`src/rtl/vga_timing_pkg.sv`:
```
`default_nettype none
// +----------------------------------------------------------------------+
// | Package : vga_timing_pkg                                             |
// | Brief   : Default 640x480@60 Hz VGA timing constants, derived totals |
// |           and sync window bounds, and the shared coordinate type.    |
// | Rev     : 1.0  initial release                                       |
// +----------------------------------------------------------------------+
package vga_timing_pkg;

  localparam int DEF_H_ACTIVE   = 640;
  localparam int DEF_H_FP       = 16;
  localparam int DEF_H_SYNC     = 96;
  localparam int DEF_H_BP       = 48;
  localparam int DEF_V_ACTIVE   = 480;
  localparam int DEF_V_FP       = 10;
  localparam int DEF_V_SYNC     = 2;
  localparam int DEF_V_BP       = 33;
  localparam int DEF_SYNC_DELAY = 1;
  localparam int DEF_FRAME_W    = 16;

  localparam int DEF_H_TOTAL      = DEF_H_ACTIVE + DEF_H_FP + DEF_H_SYNC + DEF_H_BP;
  localparam int DEF_V_TOTAL      = DEF_V_ACTIVE + DEF_V_FP + DEF_V_SYNC + DEF_V_BP;
  localparam int DEF_H_SYNC_START = DEF_H_ACTIVE + DEF_H_FP;
  localparam int DEF_H_SYNC_END   = DEF_H_SYNC_START + DEF_H_SYNC - 1;
  localparam int DEF_V_SYNC_START = DEF_V_ACTIVE + DEF_V_FP;
  localparam int DEF_V_SYNC_END   = DEF_V_SYNC_START + DEF_V_SYNC - 1;

  // Raster coordinate: wide enough for both H_TOTAL-1 and V_TOTAL-1.
  typedef logic [9:0] coord_t;

endpackage : vga_timing_pkg
`default_nettype wire

```
`src/rtl/sync_delay_line.sv`:
```
`default_nettype none
// +----------------------------------------------------------------------+
// | Module  : sync_delay_line                                            |
// | Brief   : Parametric-depth shift register for active-low syncs.      |
// |           Every stage resets to 1 so syncs stay inactive in reset.   |
// |           DEPTH = 0 is a straight wire.                              |
// | Rev     : 1.0  initial release                                       |
// +----------------------------------------------------------------------+
module sync_delay_line #(
  parameter int WIDTH = 2,
  parameter int DEPTH = 1
) (
  input  logic             vga_clk,
  input  logic             reset_n,
  input  logic [WIDTH-1:0] d,
  output logic [WIDTH-1:0] q
);

  if (DEPTH == 0) begin : g_bypass
    // Clock and reset have no load in the zero-depth build.
    logic w_unused_clk_rst;
    assign w_unused_clk_rst = vga_clk ^ reset_n;
    assign q = d;
  end else begin : g_shift
    logic [WIDTH-1:0] r_stage [DEPTH];

    // Shift the syncs one stage per pixel clock; reset loads all-ones.
    always_ff @(posedge vga_clk or negedge reset_n) begin
      if (!reset_n) begin
        for (int i = 0; i < DEPTH; i++) r_stage[i] <= '1;
      end else begin
        r_stage[0] <= d;
        for (int i = 1; i < DEPTH; i++) r_stage[i] <= r_stage[i-1];
      end
    end

    assign q = r_stage[DEPTH-1];
  end

endmodule : sync_delay_line
`default_nettype wire

```
`src/rtl/vga_timing_gen.sv`:
```
`default_nettype none
// +----------------------------------------------------------------------+
// | Module  : vga_timing_gen                                             |
// | Brief   : VGA raster timing generator. Free-running h/v counters     |
// |           feed one register stage of coordinates, blank and pulses;  |
// |           the syncs get SYNC_DELAY extra stages so they line up with |
// |           the renderers' registered RGB.                             |
// | Rev     : 1.0  initial release                                       |
// +----------------------------------------------------------------------+
module vga_timing_gen
  import vga_timing_pkg::*;
#(
  parameter int H_ACTIVE   = DEF_H_ACTIVE,
  parameter int H_FP       = DEF_H_FP,
  parameter int H_SYNC     = DEF_H_SYNC,
  parameter int H_BP       = DEF_H_BP,
  parameter int V_ACTIVE   = DEF_V_ACTIVE,
  parameter int V_FP       = DEF_V_FP,
  parameter int V_SYNC     = DEF_V_SYNC,
  parameter int V_BP       = DEF_V_BP,
  parameter int SYNC_DELAY = DEF_SYNC_DELAY,
  parameter int FRAME_W    = DEF_FRAME_W
) (
  input  logic               vga_clk,
  input  logic               reset_n,
  output coord_t             DrawX,
  output coord_t             DrawY,
  output logic               blank,
  output logic               hs,
  output logic               vs,
  output logic               line_start,
  output logic               frame_start,
  output logic [FRAME_W-1:0] frame_count
);

  localparam coord_t C_H_LAST       = coord_t'(H_ACTIVE + H_FP + H_SYNC + H_BP - 1);
  localparam coord_t C_V_LAST       = coord_t'(V_ACTIVE + V_FP + V_SYNC + V_BP - 1);
  localparam coord_t C_H_ACTIVE     = coord_t'(H_ACTIVE);
  localparam coord_t C_V_ACTIVE     = coord_t'(V_ACTIVE);
  localparam coord_t C_H_SYNC_START = coord_t'(H_ACTIVE + H_FP);
  localparam coord_t C_H_SYNC_END   = coord_t'(H_ACTIVE + H_FP + H_SYNC - 1);
  localparam coord_t C_V_SYNC_START = coord_t'(V_ACTIVE + V_FP);
  localparam coord_t C_V_SYNC_END   = coord_t'(V_ACTIVE + V_FP + V_SYNC - 1);

  coord_t r_hc;
  coord_t r_vc;
  logic   r_hs_raw;
  logic   r_vs_raw;

  // Raster counters: hc every cycle, vc once per line wrap.
  always_ff @(posedge vga_clk or negedge reset_n) begin
    if (!reset_n) begin
      r_hc <= '0;
      r_vc <= '0;
    end else if (r_hc == C_H_LAST) begin
      r_hc <= '0;
      r_vc <= (r_vc == C_V_LAST) ? '0 : r_vc + coord_t'(1);
    end else begin
      r_hc <= r_hc + coord_t'(1);
    end
  end

  // Stage 1: coordinates, visible flag, pulses and raw active-low syncs.
  always_ff @(posedge vga_clk or negedge reset_n) begin
    if (!reset_n) begin
      DrawX       <= '0;
      DrawY       <= '0;
      blank       <= 1'b0;
      line_start  <= 1'b0;
      frame_start <= 1'b0;
      r_hs_raw    <= 1'b1;
      r_vs_raw    <= 1'b1;
    end else begin
      DrawX       <= r_hc;
      DrawY       <= r_vc;
      blank       <= (r_hc < C_H_ACTIVE) && (r_vc < C_V_ACTIVE);
      line_start  <= (r_hc == '0);
      frame_start <= (r_hc == '0) && (r_vc == '0);
      r_hs_raw    <= !((r_hc >= C_H_SYNC_START) && (r_hc <= C_H_SYNC_END));
      r_vs_raw    <= !((r_vc >= C_V_SYNC_START) && (r_vc <= C_V_SYNC_END));
    end
  end

  // Count frame starts; wraps naturally at 2^FRAME_W.
  always_ff @(posedge vga_clk or negedge reset_n) begin
    if (!reset_n) begin
      frame_count <= '0;
    end else if (frame_start) begin
      frame_count <= frame_count + FRAME_W'(1);
    end
  end

  sync_delay_line #(
    .WIDTH (2),
    .DEPTH (SYNC_DELAY)
  ) u_sync_delay (
    .vga_clk (vga_clk),
    .reset_n (reset_n),
    .d       ({r_hs_raw, r_vs_raw}),
    .q       ({hs, vs})
  );

endmodule : vga_timing_gen
`default_nettype wire
```
`config.mk`:
```
export PLATFORM = sky130hd
export DESIGN_NAME = vga_timing_gen
export DESIGN_NICKNAME = d
export VERILOG_FILES = /design/src/rtl/vga_timing_pkg.sv /design/src/rtl/sync_delay_line.sv /design/src/rtl/vga_timing_gen.sv
export SDC_FILE = /design/constraint.sdc
export NUM_CORES = 1
export LEC_CHECK = 0
export BUFFER_PORTS_ARGS = -buffer_cell sky130_fd_sc_hd__buf_2
export CORE_UTILIZATION = 45
export CTS_BUF_LIST = sky130_fd_sc_hd__clkbuf_16
export CTS_CLUSTER_DIAMETER = 100
export DETAILED_ROUTE_END_ITERATION = 6
export PLACE_DENSITY = 0.7
export SKIP_LAST_GASP = 1
export SLEW_MARGIN = 20
export SYNTH_ARGS = -nofsm -noshare
export SYNTH_HDL_FRONTEND = slang
export SYNTH_SLANG_ARGS = --single-unit
```
`constraint.sdc`:
```
create_clock -name vga_clk -period 4.07 [get_ports vga_clk]
set_input_delay 0.2035 -clock vga_clk [delete_from_list [all_inputs] [get_ports vga_clk]]
set_output_delay 0.2035 -clock vga_clk [all_outputs]
set_load 0.005 [all_outputs]
```
==> results of run 1 <==
cell usage in the layout (no fill, tap or decap), types with 5 or more instances in the layout:
| master | instances |
|---|---|
| dfrtp_1 | 59 |
| buf_2 | 42 |
| nand2_1 | 18 |
| xnor2_1 | 13 |
| xor2_1 | 12 |
| inv_1 | 11 |
| nor2_1 | 9 |
| clkbuf_16 | 9 |
| nand3_1 | 8 |
| and3_1 | 7 |
| and4_1 | 7 |
| o21ai_0 | 6 |
| nor3_1 | 6 |
| ha_1 | 5 |
area by class of cell:
type                    instances  area share
flip-flops and latches         63       0.518
multi-input cells             123       0.290
clock buffers                   9      0.0738
repair buffers                 43      0.0713
well taps                      70      0.0287
clock inverters                 7     0.00902
inverters                       7     0.00861
cells by family after synthesis:
family	count (synthesis)	share of synthesized area
compound gates	13	0.0344
mux	3	0.0129
buf+inv	9	0.0179
flops	63	0.629
simple gates	77	0.193
xor+xnor	25	0.0872
fa+ha+maj	5	0.0249
Yosys cell counts:
library cell  number
clkbuf_4           1
nor4_2             1
nand4_4            1
or2_2              1
and3_2             3
or4_1              3
dfrtp_1           59
o21a_1             1
and2_2             1
nor3b_4            1
a31oi_1            2
a221oi_1           1
xnor2_1           13
nor2_1             9
and3_1             7
ha_1               5
a41oi_1            1
nand2_1           18
and4_2             1
and4_1             7
nor4b_4            1
nand4_1            4
mux2i_1            1
a22o_2             1
a31o_2             1
nor4_1             1
xor2_1            12
nor4b_1            1
buf_6              1
nand4b_1           1
or3_1              1
dfstp_2            4
o21ai_0            6
nor3_1             6
nand3_1            8
and2b_2            1
inv_1              7
mux2_2             2
sequential cells by signal (all words and copies together) (netlist names), 2 cells and up:
register,count
frame_count,16
DrawX,10
DrawY,10
r_hc,10
r_vc,10
u_sync_delay.q,2
how the worst min path moves through the flow:
stage | start | to | slack (ps)
6_report | reset_n | frame_count[9]$_DFFE_PN0P_ | 30
5_1_grt | reset_n | frame_count[10]$_DFFE_PN0P_ | 100
4_1_cts | reset_n | frame_count[10]$_DFFE_PN0P_ | 70
3_5_place_dp | r_hs_raw$_DFF_PN1_ | u_sync_delay.q[1]$_DFF_PN1_ | 350
3_3_place_gp | r_hs_raw$_DFF_PN1_ | u_sync_delay.q[1]$_DFF_PN1_ | 350
2_1_floorplan | reset_n | DrawX[0]$_DFF_PN0_ | -90
power by group through the flow:
stage | Combinational, mW | Clock, mW | Sequential (mW)
after global routing | 0.0149 | 0.678 | 0.627
after global placement | 0.0133 | 0 | 0.638
after floorplan | 0.000000405 | 0 | 0.638
after CTS | 0.0132 | 0.648 | 0.628
after detailed placement | 0.0132 | 0 | 0.638
final | 0.0122 | 0.633 | 0.628
metal layers:
layer,up-vias,GRT usage,routed length [microns]
li1,787,-,-
met4,0,0.133,126
met3,13,0.0476,222
met2,42,0.248,1950
met1,784,0.224,2070
met5,-,0,0
stage by stage:
stage	total power [mW]	std cells
global placement	0.651	306
global route	1.32	322
finish	1.27	322
CTS	1.29	322
detailed placement	0.651	306
floorplan	0.638	195
==> results.ini, run 1 <==
[pwr]
power_frac_seq = 0.493
intPower_mw = 1.02
combPwrFrac = 0.010
p_leak_nw = 1.58
p_sw_mw = 0.249
powerDensity_mw_per_mm2 = 417
swShare = 0.196
power.clock.fraction = 0.497
max-vdd-ir-drop_mv = 0.256

[cells_and_area]
multi_input_area_sq_um = 886
nets = 254
final_area_sq_mm = 0.00305
fill_cells = 440
syn_to_final_growth_pct = 21.5
drive_gt1_frac = 0.286
diodes = 0
seq_area_sq_mm = 0.00158
fin_util = 0.583

[clock_network]
cts.htree.levels = 3
post-cts-setup-buffers = 0
cts_hold_buf = 0
ctsResizeCount = 0
clk_pin_slew_ps = 50
cts_buffers = 9
cts_tree = done
insertion_delay_ps = 320
cts_num_sinks = 63
clk_path_buf_depth = 2
clockRootBuffer = clkbuf_16

[global_route]
grt_overflow_total = 0
grt_max_degree = 64
gr-usage-all-layers = 0.174
antenna_found_initial = 0
grt_pass1_wl_microns = 7730
first_global_vias = 1652

[critical_path]
r2r_end = r_vc[8]$_DFFE_PN0N_
slowest_delay_ps = 480
endpoint_kind = flop
crit_chain = nor4b_4 > nor3b_4 > nand4_1 > xnor2_1
reg2reg_from = r_hc[5]$_DFF_PN0_
cp.arrival_ps = 2070
critPathCapture = r_vc[8]$_DFFE_PN0N_
start_kind = flop
cp_top_family = simple AND/OR/NAND/NOR gates
startpoint = r_hc[5]$_DFF_PN0_
ff2ff_path_depth = 4
r2r_slack_ps = 2210
crit_type = flop to flop
path_max_fanout = 10
required_ps = 4270
slowest_stage = nor3b_4
cp_num_buf_inv = 0
cp.depth = 4

[floorplan]
fp-row-count = 26
fp.dieH_microns = 76.7
start_util = 0.480
die_x_microns = 76.7
core_area_sq_mm = 0.00524
ios = 43
design.die.area_sq_mm = 0.00589

[sta]
setup_viol = 0
maxSlewHeadroom = 0.493
finalHoldWorstSlack_ps = 32.5
report.final.slew_viol_count = 0
period_share = 0.457
skew_ps = 7.59
period_minus_slack_ps = 1860
fmax_mhz = 537
final-hold-violation-count = 0
setup_tns_ps = 0
setup_slack_ps = 2210
tightest_slew_ps = 761
rsz0062_at_grt = no

[synth]
syn-cell-area_sq_mm = 0.00251
syn_area_per_cell_sq_um = 12.9
syn-instance-count = 195
yosysSeqAreaShare = 0.629
synth_top_area_share = 0.588
ys_ff_latch = 63
yosysUniqueCellTypes = 38
synth_nets = 202
synth_area_leaders = dfrtp_1, xnor2_1, dfstp_2
yosys_warnings = 0
synth_top_area_cell = dfrtp_1

[drt]
wl_microns = 4370
firstDrtPassIters = 4
drc = 0
first_iter_violations = 82
final_antenna_net_count = 0
wire_per_inst_microns = 13.6
viasPerCell = 5.05
vias = 1626

[place]
dp_hpwl_microns = 2820
dpl-instance-area_sq_mm = 0.00280
place_congestion = 0.807
portBuffers = 42
preCtsSetupSlack_ps = 2190

[worst_hold_path]
hold_class = primary input to async pin

[flow_run]
cap_violations = 0

[run_status]
outcome = complete, no violations

Note: power is estimated with default switching activity, not from simulation.
==> inputs of run 2 (changes only) <==
==> constraint.sdc (replaced) <==
create_clock -name vga_clk -period 1.8 [get_ports vga_clk]
set_input_delay 0.09 -clock vga_clk [delete_from_list [all_inputs] [get_ports vga_clk]]
set_output_delay 0.09 -clock vga_clk [all_outputs]
set_load 0.005 [all_outputs]
==> run 2 against run 1 <==
Compared with the run above:
- clock-buffer cell count unchanged
- global-route usage increased by 0.69 points
- core utilization increased by 2.3 points
- register-to-register slack got worse by 2100 ps
- final cell count increased by 3.4%
- critical endpoint is now r_vc[4]$_DFFE_PN0N_
- highest routed layer unchanged
==> results.ini, run 2 (synthesized netlist as in run 1, its figures left out) <==
[drt]
final_antenna_net_count = 0  ; unchanged
viasPerCell = 5.00  ; -1.0%
wl_microns = 4690  ; +7.3%
first_iter_violations = 72  ; -12%
firstDrtPassIters = 4  ; unchanged
drc = 0  ; unchanged
wire_per_inst_microns = 14.1  ; +3.8%
vias = 1664  ; +2.3%

[sta]
maxSlewHeadroom = 0.677  ; +0.184
setup_slack_ps = 106  ; -2100 ps
skew_ps = 6.30  ; -1.29 ps
period_minus_slack_ps = 1690  ; -167 ps
setup_tns_ps = 0  ; unchanged
setup_viol = 0  ; unchanged
period_share = 0.941  ; +0.484
fmax_mhz = 590  ; +9.8%
report.final.slew_viol_count = 0  ; unchanged
final-hold-violation-count = 0  ; unchanged
tightest_slew_ps = 485  ; -276 ps
rsz0062_at_grt = no
finalHoldWorstSlack_ps = 268  ; +235 ps

[floorplan]
start_util = 0.480  ; unchanged
ios = 43  ; unchanged
die_x_microns = 76.7  ; unchanged
design.die.area_sq_mm = 0.00589  ; unchanged
fp.dieH_microns = 76.7  ; unchanged
fp-row-count = 26  ; unchanged
core_area_sq_mm = 0.00524  ; unchanged

[clock_network]
cts_num_sinks = 63  ; unchanged
cts_buffers = 9  ; unchanged
ctsResizeCount = 0  ; unchanged
post-cts-setup-buffers = 0  ; unchanged
clockRootBuffer = clkbuf_16
clk_path_buf_depth = 2  ; unchanged
cts.htree.levels = 3  ; unchanged
clk_pin_slew_ps = 50  ; about the same
cts_tree = done
insertion_delay_ps = 320  ; about the same

[pwr]
intPower_mw = 2.47  ; +140%
total_power_mw = 3.04  ; +140%
combPwrFrac = 0.012  ; +0.002
p_sw_mw = 0.572  ; +130%
p_leak_nw = 1.66  ; +4.6%
swShare = 0.188  ; -0.00743
power.clock.fraction = 0.521  ; +0.024
max-vdd-ir-drop_mv = 0.741  ; +190%
power_frac_seq = 0.467  ; -0.026
powerDensity_mw_per_mm2 = 957  ; +130%

[critical_path]
cp.arrival_ps = 1950  ; -120 ps
required_ps = 2060  ; -2210 ps
start_kind = flop
slowest_delay_ps = 510  ; +30 ps
endpoint_kind = flop
cp_num_buf_inv = 0  ; unchanged
crit_chain = ha_1 > and3_1 > nand4_4 > or4_1 > nand2_1
crit_type = flop to flop
path_max_fanout = 6  ; -4
cp_top_family = simple AND/OR/NAND/NOR gates
slowest_stage = or4_1

[global_route]
first_global_vias = 1711  ; +3.6%
antenna_found_initial = 0  ; unchanged
gr-usage-all-layers = 0.181  ; +0.00694
grt_pass1_wl_microns = 8150  ; +5.4%
grt_overflow_total = 0  ; unchanged
grt_max_degree = 30  ; -53%

[cells_and_area]
fin_util = 0.606  ; +0.0234
largest_reg_flops = 16  ; unchanged
final_area_sq_mm = 0.00317  ; +4.0%
final_cell_mix = dfrtp_1, buf_2, nand2_1, xnor2_1
final_common_cell = dfrtp_1
diodes = 0  ; unchanged
drive_gt1_frac = 0.312  ; +0.0261
nets = 265  ; +4.3%
syn_to_final_growth_pct = 26.3
instances_no_fill = 333  ; +3.4%
largest_register = frame_count

[place]
place_congestion = 0.803  ; -0.47%
portBuffers = 42  ; unchanged
dpl-instance-area_sq_mm = 0.00289  ; +3.1%
preCtsSetupSlack_ps = 98.5  ; -2090 ps
dp.cells = 316  ; +3.3%
dp_hpwl_microns = 3250  ; +15%

[worst_hold_path]
hold_class = primary input to async pin

[run_status]
outcome = complete, no violations

[flow_run]
cap_violations = 0  ; unchanged

==> run 2: cell types whose count changed in the layout (fill, tap and decap cells not counted), sizes merged <==
cell	change
buf	+10
clkinv	-2
dlygate4sd3	+1
bufinv	+1
inv	+1
==> run 2: power groups by stage <==
stage,Sequential [mW],Clock [mW],Combinational (mW)
detailed placement,1.44,0,0.0361
floorplan,1.44,0,0.000000405
finish,1.42,1.58,0.0352
global route,1.42,1.68,0.0421
global placement,1.44,0,0.0360
CTS,1.42,1.61,0.0376
==> run 2: cell type report <==
cell class / count / area (sq um)
Tap cell: 70 / 87.6
Clock inverter: 7 / 52.6
Clock buffer: 9 / 225
Inverter: 7 / 26.3
Multi-Input combinational cell: 123 / 886
Fill cell: 424 / 2060
Timing Repair Buffer: 54 / 315
Sequential cell: 63 / 1580
==> run 2: timing repair <==
action | CTS | global route
endpoints found under the setup margin | 0 | 0
endpoints found under the hold margin | 18 | 0
hold buffers | 1 | 0
==> run 2: routing by layer <==
layer,part of all wire,vias up,wire length (microns),track usage
met3,0.049,6,232,0.0631
met1,0.48,811,2260,0.246
met4,0.013,0,61,0.0692
li1,-,806,-,-
met5,0,-,0,0
met2,0.45,41,2130,0.266
==> run 2: path summary, 6_finish.rpt <==
kind,startpoint,end,slack [ps],cells after the start
min in group vga_clk,r_vs_raw$_DFF_PN1_,u_sync_delay.q[0]$_DFF_PN1_,350,0
max,r_hc[0]$_DFF_PN0_,r_vc[4]$_DFFE_PN0N_,110,5
max reg2reg,r_hc[0]$_DFF_PN0_,r_vc[4]$_DFFE_PN0N_,110,5
min,reset_n,frame_count[8]$_DFFE_PN0P_,270,2
min reg2reg,r_vs_raw$_DFF_PN1_,u_sync_delay.q[0]$_DFF_PN1_,350,0
max in group asynchronous,reset_n,u_sync_delay.q[1]$_DFF_PN1_,880,3
==> run 2: worst reg2reg max path, stage by stage, from the launching register on <==
cell	delay, ps
dfrtp_1	430
ha_1	250
and3_1	260
nand4_4	110
or4_1	510
nand2_1	70
==> inputs of run 3 (changes only) <==
--- a/config.mk
+++ b/config.mk
@@ -6,11 +6,12 @@
 export NUM_CORES = 1
 export LEC_CHECK = 0
 export BUFFER_PORTS_ARGS = -buffer_cell sky130_fd_sc_hd__buf_2
-export CORE_UTILIZATION = 45
+export CORE_UTILIZATION = 50
 export CTS_BUF_LIST = sky130_fd_sc_hd__clkbuf_16
 export CTS_CLUSTER_DIAMETER = 100
 export DETAILED_ROUTE_END_ITERATION = 6
-export PLACE_DENSITY = 0.7
+export PLACE_DENSITY = 0.76
+export SKIP_CTS_REPAIR_TIMING = 1
 export SKIP_LAST_GASP = 1
 export SLEW_MARGIN = 20
 export SYNTH_ARGS = -nofsm -noshare
==> run 3 against run 2 <==
Compared with the run above:
- cell area decreased by 0.67%
- critical path type unchanged
- combinational power decreased by 7.4%
- non-clock buffer count unchanged
- flip-flop and latch count unchanged
- worst hold slack worse by 47 ps
- clock-buffer cell count unchanged
- die area down 9.7%
- first-iteration DRC count down 35%
- setup slack worse by 3.8 ps
- final cell count down 0.90%
- sequential power barely moved
==> results.ini, run 3 (synthesized netlist as in run 1, its figures left out) <==
[run_status]
outcome = complete, no violations

[drt]
drc = 0  ; unchanged
first_iter_violations = 47  ; -35%
vias = 1712  ; +2.9%
wire_per_inst_microns = 13.9  ; -1.0%
firstDrtPassIters = 5  ; +1
final_antenna_net_count = 0  ; unchanged
viasPerCell = 5.19  ; +3.8%
wl_microns = 4600  ; -1.9%

[sta]
finalHoldWorstSlack_ps = 220  ; -47.2 ps
setup_viol = 0  ; unchanged
skew_ps = 8.82  ; +2.52 ps
maxSlewHeadroom = 0.741  ; +0.0638
report.final.slew_viol_count = 0  ; unchanged
tightest_slew_ps = 389  ; -95.7 ps
final-hold-violation-count = 0  ; unchanged
rsz0062_at_grt = yes
period_share = 0.943  ; +0.00213
fmax_mhz = 589  ; -0.23%
period_minus_slack_ps = 1700  ; +3.83 ps

[global_route]
grt_max_degree = 48  ; +60%
gr-usage-all-layers = 0.205  ; +0.0243
first_global_vias = 1685  ; -1.5%
grt_pass1_wl_microns = 7920  ; -2.8%
grt_overflow_total = 0  ; unchanged
antenna_found_initial = 0  ; unchanged

[critical_path]
start_kind = flop
ff2ff_path_depth = 5  ; unchanged
path_max_fanout = 7  ; +1
crit_chain = nor4b_4 > buf_4 > nor3b_4 > nand4_1 > xnor2_1
crit_type = flop to flop
slowest_stage = dfrtp_1
slowest_delay_ps = 460  ; -50 ps
cp.arrival_ps = 1900  ; -50 ps
required_ps = 2000  ; -60 ps
endpoint_kind = flop

[floorplan]
fp.dieH_microns = 72.9  ; -5.0%
design.die.area_sq_mm = 0.00531  ; -9.7%
ios = 43  ; unchanged
fp-row-count = 25  ; -3.8%
die_x_microns = 72.9  ; -5.0%
core_area_sq_mm = 0.00479  ; -8.6%
start_util = 0.525  ; +0.0453

[clock_network]
cts_buffers = 9  ; unchanged
cts_tree = done
clockRootBuffer = clkbuf_16
insertion_delay_ps = 320  ; about the same
clk_pin_slew_ps = 50  ; about the same
clk_path_buf_depth = 2  ; unchanged
cts.htree.levels = 3  ; unchanged
cts_num_sinks = 63  ; unchanged

[place]
dp_hpwl_microns = 3080  ; -5.3%
portBuffers = 42  ; unchanged
place_congestion = 0.892  ; +11%
dpl-instance-area_sq_mm = 0.00288  ; -0.39%

[cells_and_area]
final_common_cell = dfrtp_1
final_cell_mix = dfrtp_1, buf_2, nand2_1, xnor2_1
largest_register = frame_count
largest_reg_flops = 16  ; unchanged
final_area_sq_mm = 0.00315  ; -0.67%
syn_to_final_growth_pct = 25.5
drive_gt1_frac = 0.319  ; +0.00760
diodes = 0  ; unchanged
nets = 265  ; unchanged

[pwr]
max-vdd-ir-drop_mv = 0.593  ; -20%
p_leak_nw = 1.65  ; -0.64%
powerDensity_mw_per_mm2 = 916  ; -4.2%
total_power_mw = 2.89  ; -4.9%

[flow_run]
cap_violations = 0  ; unchanged

[worst_hold_path]
hold_class = primary input to async pin

==> run 3: changes by cell type in the layout (fill, tap and decap cells not counted) <==
cell	change
bufinv_16	-1
clkinv_2	+1
ha_1	-1
ha_2	+1
nand3_1	-1
nand3_2	+1
==> run 3: layer usage <==
metal	GRT usage	routed length (microns)	up-vias
li1	-	-	810
met1	0.279	2140	838
met2	0.289	2120	53
met3	0.0732	253	11
met4	0.111	89	0
met5	0	0	-
==> run 3: layout make-up <==
type,count,area (sq um)
Clock buffer,9,225
Fill cell,357,1630
Inverter,7,26.3
Clock inverter,7,27.5
Tap cell,67,83.8
Multi-Input combinational cell,123,893
Timing Repair Buffer,54,315
Sequential cell,63,1580
==> run 3: per-stage QoR <==
step	cells	setup slack (ps)	TNS, ps	utilization
floorplan	195	156	0	-
global placement	312	137	0	0.601
detailed placement	312	62.6	0	0.601
CTS	328	49.1	0	0.654
global route	330	-0.135	-0.135	0.659
finish	330	102	0	0.659
==> run 3: worst paths after layout <==
check                      slack, ps                     endpoint               start
min reg2reg                      350  u_sync_delay.q[1]$_DFF_PN1_  r_hs_raw$_DFF_PN1_
max reg2reg                      100          r_vc[8]$_DFFE_PN0N_   r_hc[6]$_DFF_PN0_
max                              100          r_vc[8]$_DFFE_PN0N_   r_hc[6]$_DFF_PN0_
max in group asynchronous        960  u_sync_delay.q[0]$_DFF_PN1_             reset_n
min in group vga_clk             350  u_sync_delay.q[1]$_DFF_PN1_  r_hs_raw$_DFF_PN1_
min                              220  frame_count[11]$_DFFE_PN0P_             reset_n
==> run 3: critical path: cells and delay by family (launching register included) <==
family        cells  cell delay, ps
flops             1             460
xor+xnor          1             160
simple gates      3             780
buf+inv           1             180
==> run 3: where the power goes <==
group | internal, mW | switching, mW
combinational | 0.00662 | 0.0260
sequential | 1.42 | 0
clock | 0.894 | 0.543
